## config.mk

```make
export PLATFORM = sky130hd
export DESIGN_NAME = spi_flash_master
export DESIGN_NICKNAME = d
export VERILOG_FILES = /design/src/rtl/spi_flash_master.sv
export SDC_FILE = /design/constraint.sdc
export NUM_CORES = 1
export LEC_CHECK = 0
export ABC_AREA = 1
export BUFFER_PORTS_ARGS = -buffer_cell sky130_fd_sc_hd__buf_4
export CAP_MARGIN = 20
export CORE_MARGIN = 4
export CORE_UTILIZATION = 50
export DETAILED_ROUTE_END_ITERATION = 6
export GPL_TIMING_DRIVEN = 1
export HOLD_SLACK_MARGIN = 0.03
export PLACE_DENSITY = 0.79
export REMOVE_ABC_BUFFERS = 1
export SYNTH_ARGS = -nofsm -noshare
export SYNTH_HDL_FRONTEND = slang
export SYNTH_SLANG_ARGS = --single-unit
```

## constraint.sdc

```tcl
create_clock -name clk -period 2.06 [get_ports clk]
set_clock_uncertainty 0.2 [all_clocks]
set_input_delay 0.103 -clock clk [delete_from_list [all_inputs] [get_ports clk]]
set_output_delay 0.103 -clock clk [all_outputs]
set_load 0.005 [all_outputs]
```

## src/rtl/spi_flash_master.sv

```systemverilog
// spi_flash_master: memory-mapped SPI mode-0 byte shifter (MSB first) for the j1 IO bus.
// Define SPI_FLASH_IRQ_EN to build the one-cycle completion pulse on irq; otherwise irq is tied low.
module spi_flash_master #(
    parameter logic [15:0] ADDR_DATA = 16'd320,
    parameter logic [15:0] ADDR_CTRL = 16'd321,
    parameter int unsigned CLKDIV    = 0
) (
    input  logic        clk,
    input  logic        resetq,
    input  logic        io_wr,
    input  logic        io_rd,
    input  logic [15:0] mem_addr,
    input  logic [15:0] dout,
    output logic [15:0] rdata,
    output logic        spi_sck,
    output logic        spi_mosi,
    input  logic        spi_miso,
    output logic        spi_cs_n,
    output logic        busy,
    output logic        irq
);
    typedef enum logic [1:0] {IDLE, LO, HI, DONE} state_t;

    localparam logic [7:0] DIV_LOAD = 8'(CLKDIV);

    state_t      state_reg;
    logic [7:0]  div_reg;
    logic [2:0]  bit_reg;
    logic [7:0]  shift_reg;
    logic [7:0]  rx_reg;
    logic        sck_reg;
    logic        mosi_reg;
    logic        cs_n_reg;
    logic        data_wr;
    logic        ctrl_wr;
    logic        unused_bits;

    // The read strobe carries no side effects; upper write bits are don't-care.
    assign unused_bits = &{1'b0, io_rd, dout[15:8]};

    assign data_wr  = io_wr && (mem_addr == ADDR_DATA);
    assign ctrl_wr  = io_wr && (mem_addr == ADDR_CTRL);
    assign spi_sck  = sck_reg;
    assign spi_mosi = mosi_reg;
    assign spi_cs_n = cs_n_reg;
    assign busy     = (state_reg != IDLE);

`ifdef SPI_FLASH_IRQ_EN
    logic irq_reg;
    assign irq = irq_reg;
`else
    assign irq = 1'b0;
`endif

    always_ff @(posedge clk or negedge resetq) begin
        if (!resetq) begin
            state_reg <= IDLE;
            div_reg   <= 8'd0;
            bit_reg   <= 3'd0;
            shift_reg <= 8'd0;
            rx_reg    <= 8'd0;
            sck_reg   <= 1'b0;
            mosi_reg  <= 1'b0;
            cs_n_reg  <= 1'b1;
`ifdef SPI_FLASH_IRQ_EN
            irq_reg   <= 1'b0;
`endif
        end else begin
`ifdef SPI_FLASH_IRQ_EN
            irq_reg <= 1'b0;
`endif
            case (state_reg)
                IDLE: begin
                    sck_reg <= 1'b0;
                    if (data_wr) begin
                        shift_reg <= dout[7:0];
                        mosi_reg  <= dout[7];
                        div_reg   <= DIV_LOAD;
                        bit_reg   <= 3'd0;
                        state_reg <= LO;
                    end else if (ctrl_wr) begin
                        cs_n_reg <= ~dout[0];
                    end
                end
                LO: begin
                    if (div_reg == 8'd0) begin
                        // Rising SCK: capture MISO into the LSB as the shifter advances.
                        sck_reg   <= 1'b1;
                        shift_reg <= {shift_reg[6:0], spi_miso};
                        div_reg   <= DIV_LOAD;
                        state_reg <= HI;
                    end else begin
                        div_reg <= div_reg - 8'd1;
                    end
                end
                HI: begin
                    if (div_reg == 8'd0) begin
                        sck_reg <= 1'b0;
                        div_reg <= DIV_LOAD;
                        bit_reg <= bit_reg + 3'd1;
                        if (bit_reg == 3'd7) begin
                            state_reg <= DONE;
`ifdef SPI_FLASH_IRQ_EN
                            irq_reg   <= 1'b1;
`endif
                        end else begin
                            // Falling SCK: the already-shifted MSB is the next outgoing bit.
                            mosi_reg  <= shift_reg[7];
                            state_reg <= LO;
                        end
                    end else begin
                        div_reg <= div_reg - 8'd1;
                    end
                end
                DONE: begin
                    rx_reg    <= shift_reg;
                    state_reg <= IDLE;
                end
                default: state_reg <= IDLE;
            endcase
        end
    end

    always_comb begin
        rdata = 16'd0;
        if (mem_addr == ADDR_DATA)
            rdata = {8'h00, rx_reg};
        else if (mem_addr == ADDR_CTRL)
            rdata = {14'd0, ~cs_n_reg, busy};
    end
endmodule

```

# After elaboration in Yosys (flattened, before gate mapping)
# Cells that the tools add are included.
[op_classes]
n_addsub = 2
eq_ne = 10
mux = 23
bitwise = 3
reduce_logical = 17
[op_table]
columns = ["cell", "count"]
rows = [
  ["two-way mux 8 bit", 5],
  ["== test 16 x 9 -> 1 bit, second input constant", 2],
  ["case mux 8 bit (2 select lines)", 2],
  ["AND reduction 3 bit", 5],
  ["two-way mux 2 bit", 5],
  ["logical NOT 8 bit", 1],
  ["!= test 2 bit, second input constant", 4],
  ["case mux 2 bit (4 select lines)", 1],
  ["nonzero test 2 bit", 4],
  ["subtractor 8 x 1 -> 8 bit, second input constant", 1],
  ["two-way mux 3 bit", 2],
  ["case mux 3 bit (2 select lines)", 1],
  ["two-way mux 1 bit", 5],
  ["== test 2 bit, second input constant", 2],
  ["AND reduction 4 bit", 1],
  ["adder 3 x 1 -> 3 bit, second input constant", 1],
  ["== test 3 bit, second input constant", 1],
  ["NOT 1 bit", 3],
  ["case mux 1 bit (3 select lines)", 1],
  ["nonzero test 3 bit", 1],
  ["== test 2 x 1 -> 1 bit, second input constant", 1],
  ["logical AND 1 bit", 2],
  ["logical NOT 2 bit", 1],
  ["case mux 1 bit (2 select lines)", 1],
  ["2 further kinds", 2],
]
[word_totals]
reg_bits = 32
input_bits = 37
output_inout_bits = 21
elab_cells = 63

# Logic depth before layout (Yosys ltp)
[depth]
depth_word = 4
depth_mapped = 10
mapped_depth_nobuf = 9

# Worst setup path before layout
# OpenSTA, ideal clock, no wires.
[synth_timing]
path_type = "register to register"
start = "reg div_reg[0]"
end = "reg shift_reg[1]"
setup_time_ps = 122
arrival_time_ps = 1399
required_time_ps = 1738
path_slack_ps = 340
path_stages_with_launch = 11
n_path_buf = 1
period_less_slack_ps = 1720
cell_sequence = "dfrtp_1 -> inv_1 -> ha_1 -> nand2_2 -> nor2_4 -> nor2_2 -> nor2_2 -> nand2_2 -> buf_6 -> nand2_2 -> o21ai_2"
[synth_between]
elab_chain_cells = 3
[synth_rtl]
columns = ["item", "line_no", "source"]
rows = [
  ["start, declared", "27", "logic [7:0] div_reg;"],
  ["start signal, assigned", "93", "div_reg <= div_reg - 8'd1;"],
  ["start signal, assigned", "112", "div_reg <= div_reg - 8'd1;"],
  ["logical NOT 8 bit", "86", "if (div_reg == 8'd0) begin"],
  ["!= test 2 bit (no source line)", "--", ""],
  ["AND reduction 3 bit (no source line)", "--", ""],
  ["end signal, assigned", "76", "shift_reg <= dout[7:0];"],
  ["end signal, assigned", "89", "shift_reg <= {shift_reg[6:0], spi_miso};"],
  ["end, declared", "29", "logic [7:0] shift_reg;"],
]
# Every way passes these cells.
# A chain may end at the register's enable or synchronous reset.

# Worst setup path in the final report
[layout_timing]
start = "in mem_addr[10]"
end = "reg cs_n_reg, in the netlist spi_cs_n"
[layout_between]
elab_chain_cells = 4
elab_cells_between_ends = 6
classes_between = "2 x eq/ne; 1 x bitwise; 3 x reduce/logical"
[layout_rtl]
columns = ["item", "line_no", "source"]
rows = [
  ["start, declared", "12", "input logic [15:0] mem_addr,"],
  ["== test 16 x 9 -> 1 bit", "41", "assign data_wr = io_wr && (mem_addr == ADDR_DATA);"],
  ["logical AND 1 bit", "41", ""],
  ["NOT 1 bit (no source line)", "--", ""],
  ["AND reduction 3 bit (no source line) *", "--", ""],
  ["end signal, assigned", "82", "cs_n_reg <= ~dout[0];"],
  ["end, declared", "33", "logic cs_n_reg;"],
]
# Mark *: on every way between the ends. The rest lies on a longest branch, timed or not.

==> run metrics <==
number of global-route vias before repair ~1,700; Initial Utilization a little over half; Residual DRC 0; largest net degree at the start of global routing 33; share of the synthesized area in the top cell type between 40% and 50%; slowest CP cell dlygate4sd3_1; synth unique cells 28; post-synthesis compound-gate area fraction approximately 11%; Max transition margin about two thirds; NumNets Final between 300 and 400; Max Slew Vio Count 0; GPL Wtd Cong 0.8364; WP buf/inv 3; Synthesis Warnings 0; All-Layer GR Usage approximately a fifth; final cell count without fillers about 350; final setup violation count 0; Synth Area in XOR/XNOR 0.9085%; # IOs 58; status finished clean; Cells after Synth approximately 250; crit path time final between 1.5 and 2 ns; H-tree levels 2; post-synthesis sequential area ratio about two fifths; WL/cell between 10 and 15 um; most frequent cell after synthesis nand2_1; CTS max path bufs 2; Die Y 70.10 um; CP cell instances dlygate4sd3_1, buf_4, nor2_1, nand3_1, nor2_4, dlygate4sd3_1, nand4_1, o21ai_1; Clk Latency, worst-skew pair just under 0.3 ns; DR vias ~1,700; antenna violations before repair 0; Final Power roughly 2.8 mW; mux contribution to synthesized area 3.634%; wirelength, routed between 4000 and 5000 um; Worst Path Class, Setup input port to flop; main combinational cell family by area after synthesis simple AND/OR/NAND/NOR gates; Fin. Hold Viols 0; leakage around 1.3 nW; TritonCTS clock tree done; CTS clk-pin slew, worst paths ~0.06 ns; #FFs+latches synth 32; Main synth FF type dfrtp_1; clk root buf clkbuf_8; PnR worst setup slack between 0.08 and 0.09 ns; Area contributors post-synth dfrtp_1 (40%), nand2_1 (11%), o21ai_0 (6.0%); most numerous cell on the critical path dlygate4sd3_1; Power Density 1103 mW/mm2; Crit path max-delay family buffers and inverters; layout cell share with drive strength beyond 1 around 25%; Worst Path Max Fanout 5; DP HPWL slightly above 3000 um; vias per cell just under 5; max cap viols 0; Fin Hold WS 0.03052 ns; Worst EP arrival ~2.0 ns; drt first-iter violations 60; CTS buffer count 5; Clock Sinks 32; slowest cell delay on critical path 0.58 ns; simple-gate share of the synthesized area 27.51%; mapped cell area a little under 0.002 mm2; Slew @ Worst Pin between 0.5 and 0.6 ns; first-pass GRT wire length around 7500 um; Yosys top cell by area dfrtp_1; Worst EP required roughly 2.1 ns; syn_area_per_cell between 7 and 8 um2; # port buffers 39; number of cell rows 22; Place WS 0.08165 ns; diode count 0; worst min path class input port to flop; placed cells between 300 and 400; CP Launch Type input port; ANT nets after route 0; Max Fclk 0.5075 GHz; adder-cell share of the synthesized area ~4.5%; Die Width approximately 70 um; Layout area overhead 30.43%; Final TNS setup 0 ns; detailed-router iteration count before antenna repair 4; commonest cells in the synthesized netlist nand2_1 (57), dfrtp_1 (31), inv_1 (29); Synth async-reset ratio 100.0%; Final period util between 90% and 100%; Critical Path Sink Type flop; number of synthesized flops with an enable pin 0; Core Area 0.003689 mm2; Worst VDD drop 0.0008079 V; DIE AREA roughly 0.0049 mm2; global route overflow 0
## worst min-delay path, stage by stage
cell	delay, ns
buf_4	0.08
nor2_1	0.04
nand3_1	0.07
nor2_1	0.05
nand4_1	0.11
o21ai_1	0.07
## layer usage
layer  wire length [um]  track usage (%)  vias up
li1                   -                -      886
met5                  0                0        -
met3                265            6.763        9
met4                100            6.809        0
met2               1976            31.27       50
met1               1879            23.21      783
## timing repair
item / CTS / global route
setup buffers: 0 / 0
endpoints found under the hold margin: 42 / 0
hold buffers: 13 / 0
resized for setup: 0 / 4
endpoints found under the setup margin: 0 / 15
## per-stage QoR
stage               utilization, %  instance area (um2)
finish                       68.18                 2515
CTS                          67.84                 2502
global placement             60.89                 2246
global route                 68.18                 2515
detailed placement           60.89                 2246
floorplan                        -                 1863
## cells in the final DEF, fill, tap and decap left out, drive strengths merged
| master | n |
|---|---|
| nand3 | 19 |
| mux2i | 7 |
| clkbuf | 7 |
| xnor2 | 1 |
| buf | 43 |
| nor2 | 31 |
| dfstp | 1 |
| ha | 7 |
| nor3 | 2 |
| o21ai | 33 |
| o22ai | 2 |
| dfrtp | 31 |
| a21oi | 1 |
| xor2 | 1 |
| or2 | 1 |
| inv | 29 |
| conb | 9 |
| dlygate4sd3 | 13 |
| bufinv | 1 |
| nand2 | 62 |
| nand4 | 4 |
## report_power, final
| group | switching [mW] | total (mW) | internal [mW] |
|---|---|---|---|
| Combinational | 0.717 | 1.17 | 0.454 |
| Sequential | 0.121 | 0.941 | 0.820 |
| Clock | 0.235 | 0.661 | 0.427 |
| Total | 1.07 | 2.77 | 1.70 |
## path summary, 6_finish.rpt
path	slack [ns]	start	cells past startpoint	to
worst min-delay path	0.03	mem_addr[2]	6	spi_cs_n
worst min register to register	0.29	spi_mosi	2	spi_mosi
min in group asynchronous	0.10	resetq	2	shift_reg[5]
worst max register to register	0.19	div_reg[1]	9	shift_reg[4]
worst max-delay path	0.09	mem_addr[10]	8	spi_cs_n
max in group asynchronous	1.23	resetq	2	spi_cs_n
## cell families (layout without fill, tap and decap cells)
| group | after synthesis | in the layout |
|---|---|---|
| buffers and inverters | 42 | 93 |
| AO/OA/AOI/OAI | 36 | 36 |
| multiplexers | 7 | 7 |
| XOR/XNOR | 2 | 2 |
| adder cells (fa/ha/maj) | 7 | 7 |
| flip-flops | 32 | 32 |
| other | 1 | 9 |
| AND/OR/NAND/NOR | 119 | 119 |
## final cells by class
| type | count | area (um2) |
|---|---|---|
| well taps | 48 | 60.06 |
| flip-flops and latches | 32 | 802.0 |
| fillers | 323 | 1174 |
| inverters | 29 | 108.9 |
| repair buffers | 56 | 452.9 |
| clock inverters | 1 | 30.03 |
| clock buffers | 7 | 96.34 |
| multi-input cells | 180 | 964.7 |
No activity file was read; power rests on OpenSTA's default activity.
